**config.mk**
```make
export PLATFORM = sky130hd
export DESIGN_NAME = wb_arbiter_rr_wdt
export DESIGN_NICKNAME = d
export VERILOG_FILES = /design/src/rtl/wb_arbiter_rr_wdt.sv
export SDC_FILE = /design/constraint.sdc
export NUM_CORES = 1
export LEC_CHECK = 0
export ABC_AREA = 1
export ABC_CLOCK_PERIOD_IN_PS = 2400
export BUFFER_PORTS_ARGS = -buffer_cell sky130_fd_sc_hd__buf_2
export CAP_MARGIN = 20
export CORE_AREA = 2 2 132 134
export DETAILED_ROUTE_END_ITERATION = 12
export DIE_AREA = 0 0 134 136
export PLACE_DENSITY = 0.49
export SLEW_MARGIN = 20
export SYNTH_ARGS = -nofsm -noshare
export SYNTH_HDL_FRONTEND = slang
export SYNTH_SLANG_ARGS = --single-unit
```
**constraint.sdc**
```tcl
create_clock -name wb_clk_i -period 2.4 [get_ports wb_clk_i]
set_input_delay 0.48 -clock wb_clk_i [delete_from_list [all_inputs] [get_ports wb_clk_i]]
set_output_delay 0.48 -clock wb_clk_i [all_outputs]
set_load 0.03 [all_outputs]
```
**src/rtl/wb_arbiter_rr_wdt.sv**
```systemverilog
// wb_arbiter_rr_wdt
//   Registered N-master to 1-slave Wishbone B4 (classic and burst) arbiter.
//   A winner is picked in IDLE and registered, so the slave sees the granted
//   cycle one clock after the request. The grant is held until the granted
//   master drops cyc, so bursts and RMW sequences are never preempted.
//   Arbitration is round-robin (mode 0) or fixed priority, lowest index first
//   (mode 1).
//
//   Optional watchdog, compiled in with `define WB_ARB_WDT_EN:
//   - A stalled slave cycle is ended with an error to the granted master and
//     a wdt_o pulse.
//   - The arbiter then parks in DRAIN until that master releases cyc.
//
// Handshake:
//   - A master owns the bus once grant_o shows its bit.
//   - A transfer completes in any cycle where the slave sees cyc&stb and
//     returns ack, err or rty.
//   - The response is routed combinationally to the granted master only.
//   - The master must hold its fields stable until that response arrives.
//
// Ports
//   wb_clk_i, wb_rst_i          clock; synchronous active-high reset
//   wbm_*_i                     per-master request fields, master k in slice k
//   wbm_dat_o                   slave read data replicated to every master
//   wbm_ack_o/err_o/rty_o       response, routed to the granted master only
//   wbs_*_o                     granted master's fields; cyc/stb only in BUSY
//   wbs_dat_i/ack_i/err_i/rty_i slave response
//   grant_o                     registered one-hot grant, 0 when idle
//   wdt_o                       one-cycle pulse when the watchdog fires
//   arb_state                   FSM state for debug (0 IDLE, 1 BUSY, 2 DRAIN)
module wb_arbiter_rr_wdt #(
  parameter int dw          = 32,
  parameter int aw          = 32,
  parameter int num_masters = 2,
  parameter int mode        = 0,
  parameter int timeout     = 255
) (
  input  logic                        wb_clk_i,
  input  logic                        wb_rst_i,
  input  logic [num_masters*aw-1:0]   wbm_adr_i,
  input  logic [num_masters*dw-1:0]   wbm_dat_i,
  input  logic [num_masters*dw/8-1:0] wbm_sel_i,
  input  logic [num_masters-1:0]      wbm_we_i,
  input  logic [num_masters-1:0]      wbm_cyc_i,
  input  logic [num_masters-1:0]      wbm_stb_i,
  input  logic [num_masters*3-1:0]    wbm_cti_i,
  input  logic [num_masters*2-1:0]    wbm_bte_i,
  output logic [num_masters*dw-1:0]   wbm_dat_o,
  output logic [num_masters-1:0]      wbm_ack_o,
  output logic [num_masters-1:0]      wbm_err_o,
  output logic [num_masters-1:0]      wbm_rty_o,
  output logic [aw-1:0]               wbs_adr_o,
  output logic [dw-1:0]               wbs_dat_o,
  output logic [dw/8-1:0]             wbs_sel_o,
  output logic                        wbs_we_o,
  output logic                        wbs_cyc_o,
  output logic                        wbs_stb_o,
  output logic [2:0]                  wbs_cti_o,
  output logic [1:0]                  wbs_bte_o,
  input  logic [dw-1:0]               wbs_dat_i,
  input  logic                        wbs_ack_i,
  input  logic                        wbs_err_i,
  input  logic                        wbs_rty_i,
  output logic [num_masters-1:0]      grant_o,
  output logic                        wdt_o,
  output logic [1:0]                  arb_state
);

  localparam int sw = dw / 8;
  localparam int nm = num_masters;
  localparam int pw = (nm > 1) ? $clog2(nm) : 1;

`ifdef WB_ARB_WDT_EN
  typedef enum logic [1:0] {IDLE = 2'd0, BUSY = 2'd1, DRAIN = 2'd2} state_e;
`else
  typedef enum logic [1:0] {IDLE = 2'd0, BUSY = 2'd1} state_e;
`endif

  state_e        state;
  logic [pw-1:0] gidx;       // index of the last granted master, drives the mux
  logic [pw-1:0] rr_ptr;     // first index the round-robin search looks at
  logic          sel_valid;  // a grant has happened since reset
  logic          busy;
  logic          g_cyc;
  logic          g_stb;
  logic          wdt_fire;

  logic [pw-1:0] win_idx;
  logic          win_found;
  logic [nm-1:0] win_onehot;
  logic [pw-1:0] ptr_next;
  logic [pw:0]   cand;

  // Winner selection. Round-robin rotates the search start, wrapping at nm.
  always_comb begin
    win_idx   = '0;
    win_found = 1'b0;
    cand      = '0;
    if (mode == 1) begin
      // Descending scan: the lowest asserted index is written last and wins.
      for (int i = nm - 1; i >= 0; i--) begin
        if (wbm_cyc_i[i]) begin
          win_idx   = pw'(i);
          win_found = 1'b1;
        end
      end
    end else begin
      for (int i = 0; i < nm; i++) begin
        cand = {1'b0, rr_ptr} + (pw+1)'(i);
        if (cand >= (pw+1)'(nm)) cand = cand - (pw+1)'(nm);
        if (!win_found && wbm_cyc_i[cand[pw-1:0]]) begin
          win_idx   = cand[pw-1:0];
          win_found = 1'b1;
        end
      end
    end
  end

  always_comb begin
    win_onehot = '0;
    for (int k = 0; k < nm; k++) begin
      win_onehot[k] = win_found && (win_idx == pw'(k));
    end
  end

  assign ptr_next = (win_idx == pw'(nm - 1)) ? '0 : win_idx + 1'b1;

  // Slave-side mux. It keeps showing the last granted master between
  // grants, and reads 0 until the first grant after reset.
  always_comb begin
    wbs_adr_o = '0;
    wbs_dat_o = '0;
    wbs_sel_o = '0;
    wbs_we_o  = 1'b0;
    wbs_cti_o = '0;
    wbs_bte_o = '0;
    g_cyc     = 1'b0;
    g_stb     = 1'b0;
    for (int k = 0; k < nm; k++) begin
      if (sel_valid && gidx == pw'(k)) begin
        wbs_adr_o = wbm_adr_i[k*aw +: aw];
        wbs_dat_o = wbm_dat_i[k*dw +: dw];
        wbs_sel_o = wbm_sel_i[k*sw +: sw];
        wbs_we_o  = wbm_we_i[k];
        wbs_cti_o = wbm_cti_i[k*3 +: 3];
        wbs_bte_o = wbm_bte_i[k*2 +: 2];
        g_cyc     = wbm_cyc_i[k];
        g_stb     = wbm_stb_i[k];
      end
    end
  end

  assign busy      = (state == BUSY);
  assign wbs_cyc_o = busy & g_cyc;
  assign wbs_stb_o = busy & g_cyc & g_stb;
  assign wbm_dat_o = sel_valid ? {nm{wbs_dat_i}} : '0;
  assign wbm_ack_o = {nm{wbs_cyc_o & wbs_ack_i}} & grant_o;
  assign wbm_err_o = {nm{wbs_cyc_o & (wbs_err_i | wdt_fire)}} & grant_o;
  assign wbm_rty_o = {nm{wbs_cyc_o & wbs_rty_i}} & grant_o;
  assign wdt_o     = wdt_fire;
  assign arb_state = state;

`ifdef WB_ARB_WDT_EN
  logic        resp;
  logic [15:0] wdt_cnt;  // stalled strobe cycles in the current beat
  assign resp     = wbs_ack_i | wbs_err_i | wbs_rty_i;
  assign wdt_fire = wbs_stb_o && !resp && (wdt_cnt == 16'(timeout));
`else
  logic unused_timeout;
  assign unused_timeout = ^16'(timeout);
  assign wdt_fire       = 1'b0;
`endif

  always_ff @(posedge wb_clk_i) begin
    if (wb_rst_i) begin
      state     <= IDLE;
      grant_o   <= '0;
      gidx      <= '0;
      rr_ptr    <= '0;
      sel_valid <= 1'b0;
`ifdef WB_ARB_WDT_EN
      wdt_cnt   <= '0;
`endif
    end else begin
      case (state)
        IDLE: begin
          if (win_found) begin
            state     <= BUSY;
            grant_o   <= win_onehot;
            gidx      <= win_idx;
            sel_valid <= 1'b1;
            if (mode == 0) rr_ptr <= ptr_next;
          end
        end
        BUSY: begin
          if (!g_cyc) begin
            state   <= IDLE;
            grant_o <= '0;
          end
`ifdef WB_ARB_WDT_EN
          else if (wdt_fire) begin
            state <= DRAIN;
          end
`endif
        end
`ifdef WB_ARB_WDT_EN
        // Slave responses are ignored here; only the master's release matters.
        DRAIN: begin
          if (!g_cyc) begin
            state   <= IDLE;
            grant_o <= '0;
          end
        end
`endif
        default: begin
          state   <= IDLE;
          grant_o <= '0;
        end
      endcase
`ifdef WB_ARB_WDT_EN
      // Only counts while a strobe waits; any response, idle or drain clears.
      if (wbs_stb_o && !resp && !wdt_fire) wdt_cnt <= wdt_cnt + 16'd1;
      else wdt_cnt <= '0;
`endif
    end
  end

endmodule

```
Yosys cells after proc, flatten, opt, wreduce, memory -nomap -nowiden --
Cells that the tools add are included. W data, S select, Z words.
Storage, ports and cells: register bits 7, input bits 189, output and inout bits 151
Cells by class: add/sub/neg operators 4, magnitude comparators 4, equality and inequality tests 3, mux-type cells 33, bitwise operators 10, reduce and logical (&&, ||, !) cells 9
Operators by type and width (count):
- $mux W32 | 4
- $mux W64 | 1
- $mux W1 | 17
- $mux W2 | 5
- $mux W4 | 2
- $pmux W2 S2 | 2
- $and A2 B2 Y2 | 3
- $mux W3 | 2
- $and A1 B1 Y1 | 5
- $logic_and A1 B1 Y1 | 5
- $lt A1 B2 Y1 const B | 2
- $ne A2 B2 Y1 const B | 2
- $reduce_and A2 Y1 | 2
- $add A1 B1 Y2 const B | 1
- $eq A2 B1 Y1 const B | 1
- $ge A1 B2 Y1 const B | 1
- $ge A2 B2 Y1 const B | 1
- $logic_not A2 Y1 | 1
- $not A1 Y1 | 2
- $sub A1 B1 Y1 const B | 2
- $add A1 B1 Y1 const B | 1
- $logic_not A1 Y1 | 1

Logic depth before layout (Yosys ltp) --
Gate-level depths: netlist of the first run.
depth in word-level cells 12, depth in mapped cells 6, mapped depth without buffers 5

Worst setup path after synthesis of the first run --
OpenSTA, ideal clock, no wires.
path type input -> output, start input wbm_cyc_i[1], end output wbm_ack_o[0], arrival 1.371 ns, slack 0.549 ns, stages 4, buffers on the path 0, path through nand3_2 nand2_2 nand2_4 nor3_1
Between the ends: word-level cells in the longest chain between the ends 4
RTL lines:
- start: declaration | line 44 | input logic [num_masters-1:0] wbm_cyc_i,
- $mux W1 | line 140 | if (sel_valid && gidx == pw'(k)) begin
- $and A1 B1 Y1 | line 154 | assign wbs_cyc_o = busy & g_cyc;
- $and A1 B1 Y1 | line 157 | assign wbm_ack_o = {nm{wbs_cyc_o & wbs_ack_i}} & grant_o;
- $and A2 B2 Y2 | line 157
- end: declaration | line 49 | output logic [num_masters-1:0] wbm_ack_o,
Every way passes these cells.

Worst setup path after layout of the first run --
start register sel_valid, end output wbs_adr_o[15]
Between the ends: word-level cells in the longest chain between the ends 3, elaborated cells between the ends (all ways) 4
RTL lines:
- start: declaration | line 82 | logic sel_valid;
- start signal: assignment | line 180 | sel_valid <= 1'b0;
- start signal: assignment | line 191 | sel_valid <= 1'b1;
- $logic_and A1 B1 Y1 | line 140
- $mux W32 | line 140
- $mux W32 * | line 140
- end: declaration | line 52 | output logic [aw-1:0] wbs_adr_o,
Every way passes the cells marked *; elsewhere a longest branch is shown, timed or not.

==> results.yml, run 1 <==
run_status:
  outcome: "finished clean"
worst_setup_path:
  crit_arrival_ps: 1540
  worstSetupPathType: "reg -> out"
  cp-end-kind: "output port"
  cp-start-kind: "flip-flop"
  crit_required_ps: 1920
  critPathMaxFanout: 29
power:
  p_leak_nw: 2.710
  p_sw_frac: 0.5367
  p_per_area_nw_per_um2: 376.4
  finalPower_mw: 1.448
  power.switching_uw: 777.2
  seqPwrFrac: 0.090
  vdd_drop_max_mv: 0.1888
  clock_power_share: 0.193
  power_frac_comb: 0.716
  intPower_uw: 670.9
clocking:
  cts_root_buf: "clkbuf_16"
  clk_latency_ps: 230
  clk_path_buf_depth: 2
  clock-sinks: 6
  cts.repair.resized: 0
  path_clk_slew_ps: 40
  cts_made_buffers: 3
  htreeDepth: 1
  cts_tree: "yes"
  hold_buffers: 0
  cts_setup_buffers: 0
detailed_routing:
  num_vias: 3590
  drt_iter0_markers: 103
  vias_per_cell: 3.932
  postRouteAntennaNets: 0
  drcViolationCount: 0
  wl_um: 10180
  first_pass_iters: 4
  wl_per_cell_um: 11.15
global_route:
  grt_pass1_vias: 2997
  grt_max_degree: 70
  grt_pass1_wl_um: 14370
  grt_use_met1: 0.1049
  grt.total_usage: 0.09570
  top_usage_layer: "met2"
  grt_overflow: 0
  antenna_found_initial: 0
  grt_use_met3: 0.01902
  grt_use_met2: 0.1934
synthesis:
  ys_warn_count: 0
  synth.area.top_cells: "nand3_1, nand2_1, buf_4"
  netlist.area_leader.share: 0.3231
  synthCells: 405
  synth.distinct_cells: 21
  yosysTopAreaCell: "nand3_1"
  avgSynthCellArea_sq_um: 5.545
  synth.ff_latch_count: 6
  synth.yosys.seq_area_share: 0.05348
  synth.cell_area_sq_um: 2246
timing:
  finalSetupViolations: 0
  finalSetupTns_ps: 0
  hold_viol: 0
  min_period_ps: 2021
  rsz0062_at_grt: "false"
  max_freq_mhz: 494.8
  slew_violations: 0
  skew_ps: 3.880
  fin_crit_sh: 0.8422
die:
  rows: 48
  pin_count: 340
  core-area_sq_um: 16880
  initial_core_util: 0.1331
  die_x_um: 134
  die_area_sq_um: 18220
  die_y_um: 136
layout:
  drive_gt1_frac: 0.5392
  area_growth_pct: 71.31
  final_nets: 878
  fill_cells: 1938
  antenna_cells: 0
place:
  gp_routability_congestion: 0.7057
  dpl.hpwl_um: 8508
  port_buffers: 337
hold_path:
  worstHoldPathType: "reg -> reg"
run:
  max_cap_viol_count: 0
## layout make-up
cell class              count  area [sq um]  area share
clock buffers               4         78.83     0.02049
inverters                  41         158.9     0.04130
multi-input cells         286          1349      0.3506
flip-flops and latches      6         125.1     0.03252
well taps                 225         281.5     0.07317
repair buffers            351          1854      0.4820
## synth_stat cells
cell type / number
buf_4: 50
nand2_2: 1
buf_8: 2
nand2_4: 1
nand3_1: 145
inv_2: 1
buf_12: 2
nor3_1: 6
or2_1: 1
buf_6: 13
nor2_2: 1
o21ai_1: 1
nand3_2: 10
nor2_1: 3
inv_1: 39
inv_6: 1
conb_1: 1
dfxtp_1: 6
a21oi_1: 6
buf_2: 6
nand2_1: 109
## per-stage QoR
step           std cells    util  instance area (sq um)  hold slack (ps)  setup slack (ps)
6_report             913  0.2280                   3847            456.4             378.8
3_3_place_gp         909  0.2233                   3769            456.6             603.1
2_1_floorplan        406       -                   2250            433.2             549.4
4_1_cts              913  0.2280                   3847            461.4             371.7
5_1_grt              913  0.2280                   3847            470.2             261.9
3_5_place_dp         909  0.2233                   3769            457.0             615.4
## registers in the layout, indices dropped and copies added (netlist names)
register and cells:
rr_ptr 1, sel_valid 1, arb_state 1, grant_o 2
gidx 1
## power by group through the flow
stage | logic [mW] | clock network [mW] | registers [mW]
floorplan | 0.757 | 0 | 0.121
global placement | 1.05 | 0 | 0.132
detailed placement | 1.04 | 0 | 0.132
CTS | 1.05 | 0.283 | 0.131
global route | 1.11 | 0.288 | 0.134
finish | 1.04 | 0.280 | 0.131
## final timing paths
path	startpoint	endpoint	slack, ps	cells after the start
worst min register to register	rr_ptr	rr_ptr	460	2
worst max register to register	sel_valid	sel_valid	1290	4
worst min-delay path	rr_ptr	rr_ptr	460	2
worst max-delay path	sel_valid	wbs_adr_o[15]	380	5
## worst max-delay path: stages (launching register included)
cell	delay (ps)
dfxtp_4	530
buf_12	220
buf_4	170
nand3_1	70
nand2_1	90
buf_2	200
## cell families (layout without fill, tap and decap cells)
| family | Yosys count | in the layout | share of synthesized area |
|---|---|---|---|
| AO/OA/AOI/OAI | 7 | 7 | 0.01560 |
| flip-flops | 6 | 6 | 0.05348 |
| buffers and inverters | 114 | 396 | 0.3476 |
| AND/OR/NAND/NOR | 277 | 277 | 0.5816 |
| other | 1 | 2 | 0.001670 |
## placed cells by master, fill, tap and decap left out, drive strengths merged, types with 2 or more instances in the layout
cell,n
buf,351
nor3,6
nand2,111
conb,2
nor2,4
dfxtp,6
inv,41
nand3,155
a21oi,6
clkbuf,4
## metal layers
layer	vias to the layer above	part of all wire	routed length, um
li1	1835	-	-
met2	196	0.53	5360
met5	-	0	0
met4	0	0.0043	44
met3	6	0.088	895
met1	1553	0.38	3880
Power figures use the tool's default switching activity.
==> run 2: changes to the inputs <==
ABC_AREA = 0   (was 1)
ABC_CLOCK_PERIOD_IN_PS = 1750   (was 2400)
CORE_AREA = 2 2 133 135   (was 2 2 132 134)
DIE_AREA = 0 0 135 137   (was 0 0 134 136)
clock period = 1.75 ns   (was 2.4 ns; I/O delays follow)
==> run 2 against run 1 <==
  * Worst setup slack lost 370 ps
  * Final cell count decreased by 12%
  * Critical path depth is the same
  * First-iteration DRC count shrank 24%
  * Die area is 1.5% higher
  * Global-route usage decreased by 1.9 points
  * Worst hold slack lost 86 ps
  * Highest routed layer unchanged
  * Synthesized cell count decreased by 31%
  * Utilization is 0.32 points higher
  * Critical path type unchanged
==> results.yml, run 2 <==
detailed_routing:
  postRouteAntennaNets: 0
  drt_iter0_markers: 78
  wl_per_cell_um: 12.07
  wl_um: 9729
  num_vias: 2934
  vias_per_cell: 3.640
  drcViolationCount: 0
  first_pass_iters: 4
layout:
  register_area_sq_um: 126.4
  stdcell_count: 806
  fill_cells: 1934
  top_register: "grant_o"
  final_nets: 771
  area_growth_pct: 96.14
  most-common-layout-cells: "buf_2, nor2_1, mux2i_1, and2_1, buf_4"
  antenna_cells: 0
  final_common_cell: "buf_2"
  drive_gt1_frac: 0.6386
  multiInputGateArea_sq_um: 1478
  largest_register_ffs: 2
synthesis:
  synth.area.top_cells: "mux2i_1, buf_4, nor2_1"
  synth.yosys.seq_area_share: 0.05974
  async_flop_share: 0
  synth.distinct_cells: 26
  yosys-top-cells-count: "mux2i_1, nor2_1, buf_4"
  ys_warn_count: 0
  synth.cell_area_sq_um: 2011
  avgSynthCellArea_sq_um: 7.233
  synth_flop_cell: "dfxtp_1"
  synthCells: 278
  netlist.area_leader.share: 0.3734
  synth_enable_flop_cells: 0
  yosysTopAreaCell: "mux2i_1"
  synth.ff_latch_count: 6
worst_setup_path:
  cp-start-kind: "flip-flop"
  crit_family: "buffers and inverters"
  cpMaxStageDelayCell: "dfxtp_4"
  crit_arrival_ps: 1390
  cp-startpoint: "gidx"
  r2r-start: "gidx"
  cp_cell_sequence: "buf_4 > buf_12 > mux2i_2 > nor2_1 > buf_2"
  cp-end-kind: "output port"
  worstReg2RegEnd: "grant_o[0]"
  cp_num_buf_inv: 3
  r2r_cells: 4
  r2r_slack_ps: 700
  crit_required_ps: 1400
  critPathMaxFanout: 13
  worstSetupPathType: "reg -> out"
  worst_path_largest_cell_delay_ps: 380
clocking:
  cts_made_buffers: 3
  clk_path_buf_depth: 2
  hold_buffers: 0
  cts_root_buf: "clkbuf_16"
  htreeDepth: 1
  clock-sinks: 6
  cts_tree: "yes"
  clk_latency_ps: 230
  path_clk_slew_ps: 40
place:
  gp_routability_congestion: 0.7530
  dpl.hpwl_um: 7547
  place_inst: 792
  port_buffers: 337
hold_path:
  hold_path_end: "gidx"
  whs_path_depth: 2
  worstHoldPathType: "in -> reg"
  min_from: "wb_rst_i"
timing:
  max_freq_mhz: 574.6
  fin_crit_sh: 0.9944
  finalSetupTns_ps: 0
  min_period_ps: 1740
  rsz0062_at_grt: "true"
  finalSetupViolations: 0
  slew_violations: 0
  hold_viol: 0
  skew_ps: 3.464
global_route:
  grt_overflow: 0
  antenna_found_initial: 0
  grt.total_usage: 0.07637
  grt_pass1_wl_um: 11370
  grt_max_degree: 41
  grt_pass1_vias: 2386
run_status:
  outcome: "finished clean"
die:
  initial_core_util: 0.1179
  die_y_um: 137
  pin_count: 340
  core-area_sq_um: 17060
  rows: 48
  die_x_um: 135
  die_area_sq_um: 18500
power:
  p_leak_nw: 2.274
  vdd_drop_max_mv: 0.2870
  p_per_area_nw_per_um2: 504.2
run:
  max_cap_viol_count: 0
## run 2: cell count changes after synthesis, sizes merged, moves of 2 or more
cell,delta
nand3,-154
nand2,-108
mux2i,+75
nor2,+71
inv,-37
and2,+32
buf,-23
and3,+8
clkbuf,+6
nor3,-5
nor3b,+2
o21bai,+2
## run 2: what timing repair did
action / 4_1_cts / 5_1_grt
setup endpoints to repair: 14 / 47
buffers inserted: 0 / 5
gates cloned: 0 / 5
pin swaps: 0 / 0
resized for setup: 7 / 21
## run 2: power breakdown
| group | internal, mW | switching, mW |
|---|---|---|
| Sequential | 0.150 | 0.0185 |
| Combinational | 0.559 | 0.880 |
| Clock | 0.302 | 0.0785 |
| Total | 1.01 | 0.977 |
## run 2: per-stage QoR
stage	util	worst slack (ps)	area, sq um	power, mW	hold slack [ps]
global route	0.2312	-38.73	3944	2.106	386.6
floorplan	-	172.3	2014	1.127	419.1
CTS	0.2199	-60.66	3751	1.941	366.3
global placement	0.2139	148.3	3649	1.535	545.0
detailed placement	0.2139	152.4	3649	1.534	545.1
finish	0.2312	9.733	3944	1.989	370.0
## run 2: logic make-up after synthesis
| logic type | count (synthesis) | share of synthesized area |
|---|---|---|
| AND/OR/NAND/NOR | 123 | 0.2906 |
| other | 1 | 0.001865 |
| multiplexers | 76 | 0.3808 |
| buffers and inverters | 60 | 0.2327 |
| AO/OA/AOI/OAI | 12 | 0.03422 |
| flip-flops | 6 | 0.05974 |
## run 2: area by class of cell
| cell class | count | area share |
|---|---|---|
| Multi-Input combinational cell | 214 | 0.3747 |
| Clock buffer | 4 | 0.01999 |
| Tap cell | 225 | 0.07138 |
| Timing Repair Buffer | 353 | 0.4981 |
| Sequential cell | 6 | 0.03204 |
| Inverter | 4 | 0.003807 |
## run 2: worst max path at each step
stage	endpoint	slack, ps	cells past startpoint
2_1_floorplan	wbs_adr_o[22]	170	5
3_3_place_gp	wbs_stb_o	150	5
3_5_place_dp	wbs_stb_o	150	5
4_1_cts	wbs_dat_o[12]	-60	4
5_1_grt	wbs_cti_o[0]	-40	5
6_report	wbs_adr_o[21]	10	5
## run 2: metal layers
| layer | wire, um | up-vias | share of wire | track usage |
|---|---|---|---|---|
| met3 | 802 | 4 | 0.082 | 0.01259 |
| met2 | 5030 | 182 | 0.52 | 0.1506 |
| met1 | 3861 | 1256 | 0.40 | 0.08756 |
| li1 | - | 1492 | - | - |
| met5 | 0 | - | 0 | 0 |
| met4 | 35 | 0 | 0.0036 | 0.01042 |
## run 2: worst reg2reg max path: cells and delay by family, from the launching register on
family	cells	cell delay [ps]
AOI/OAI and AO/OA	1	60
buffers and inverters	1	120
DFF	1	380
muxes	1	310
and+or+nand+nor	1	60
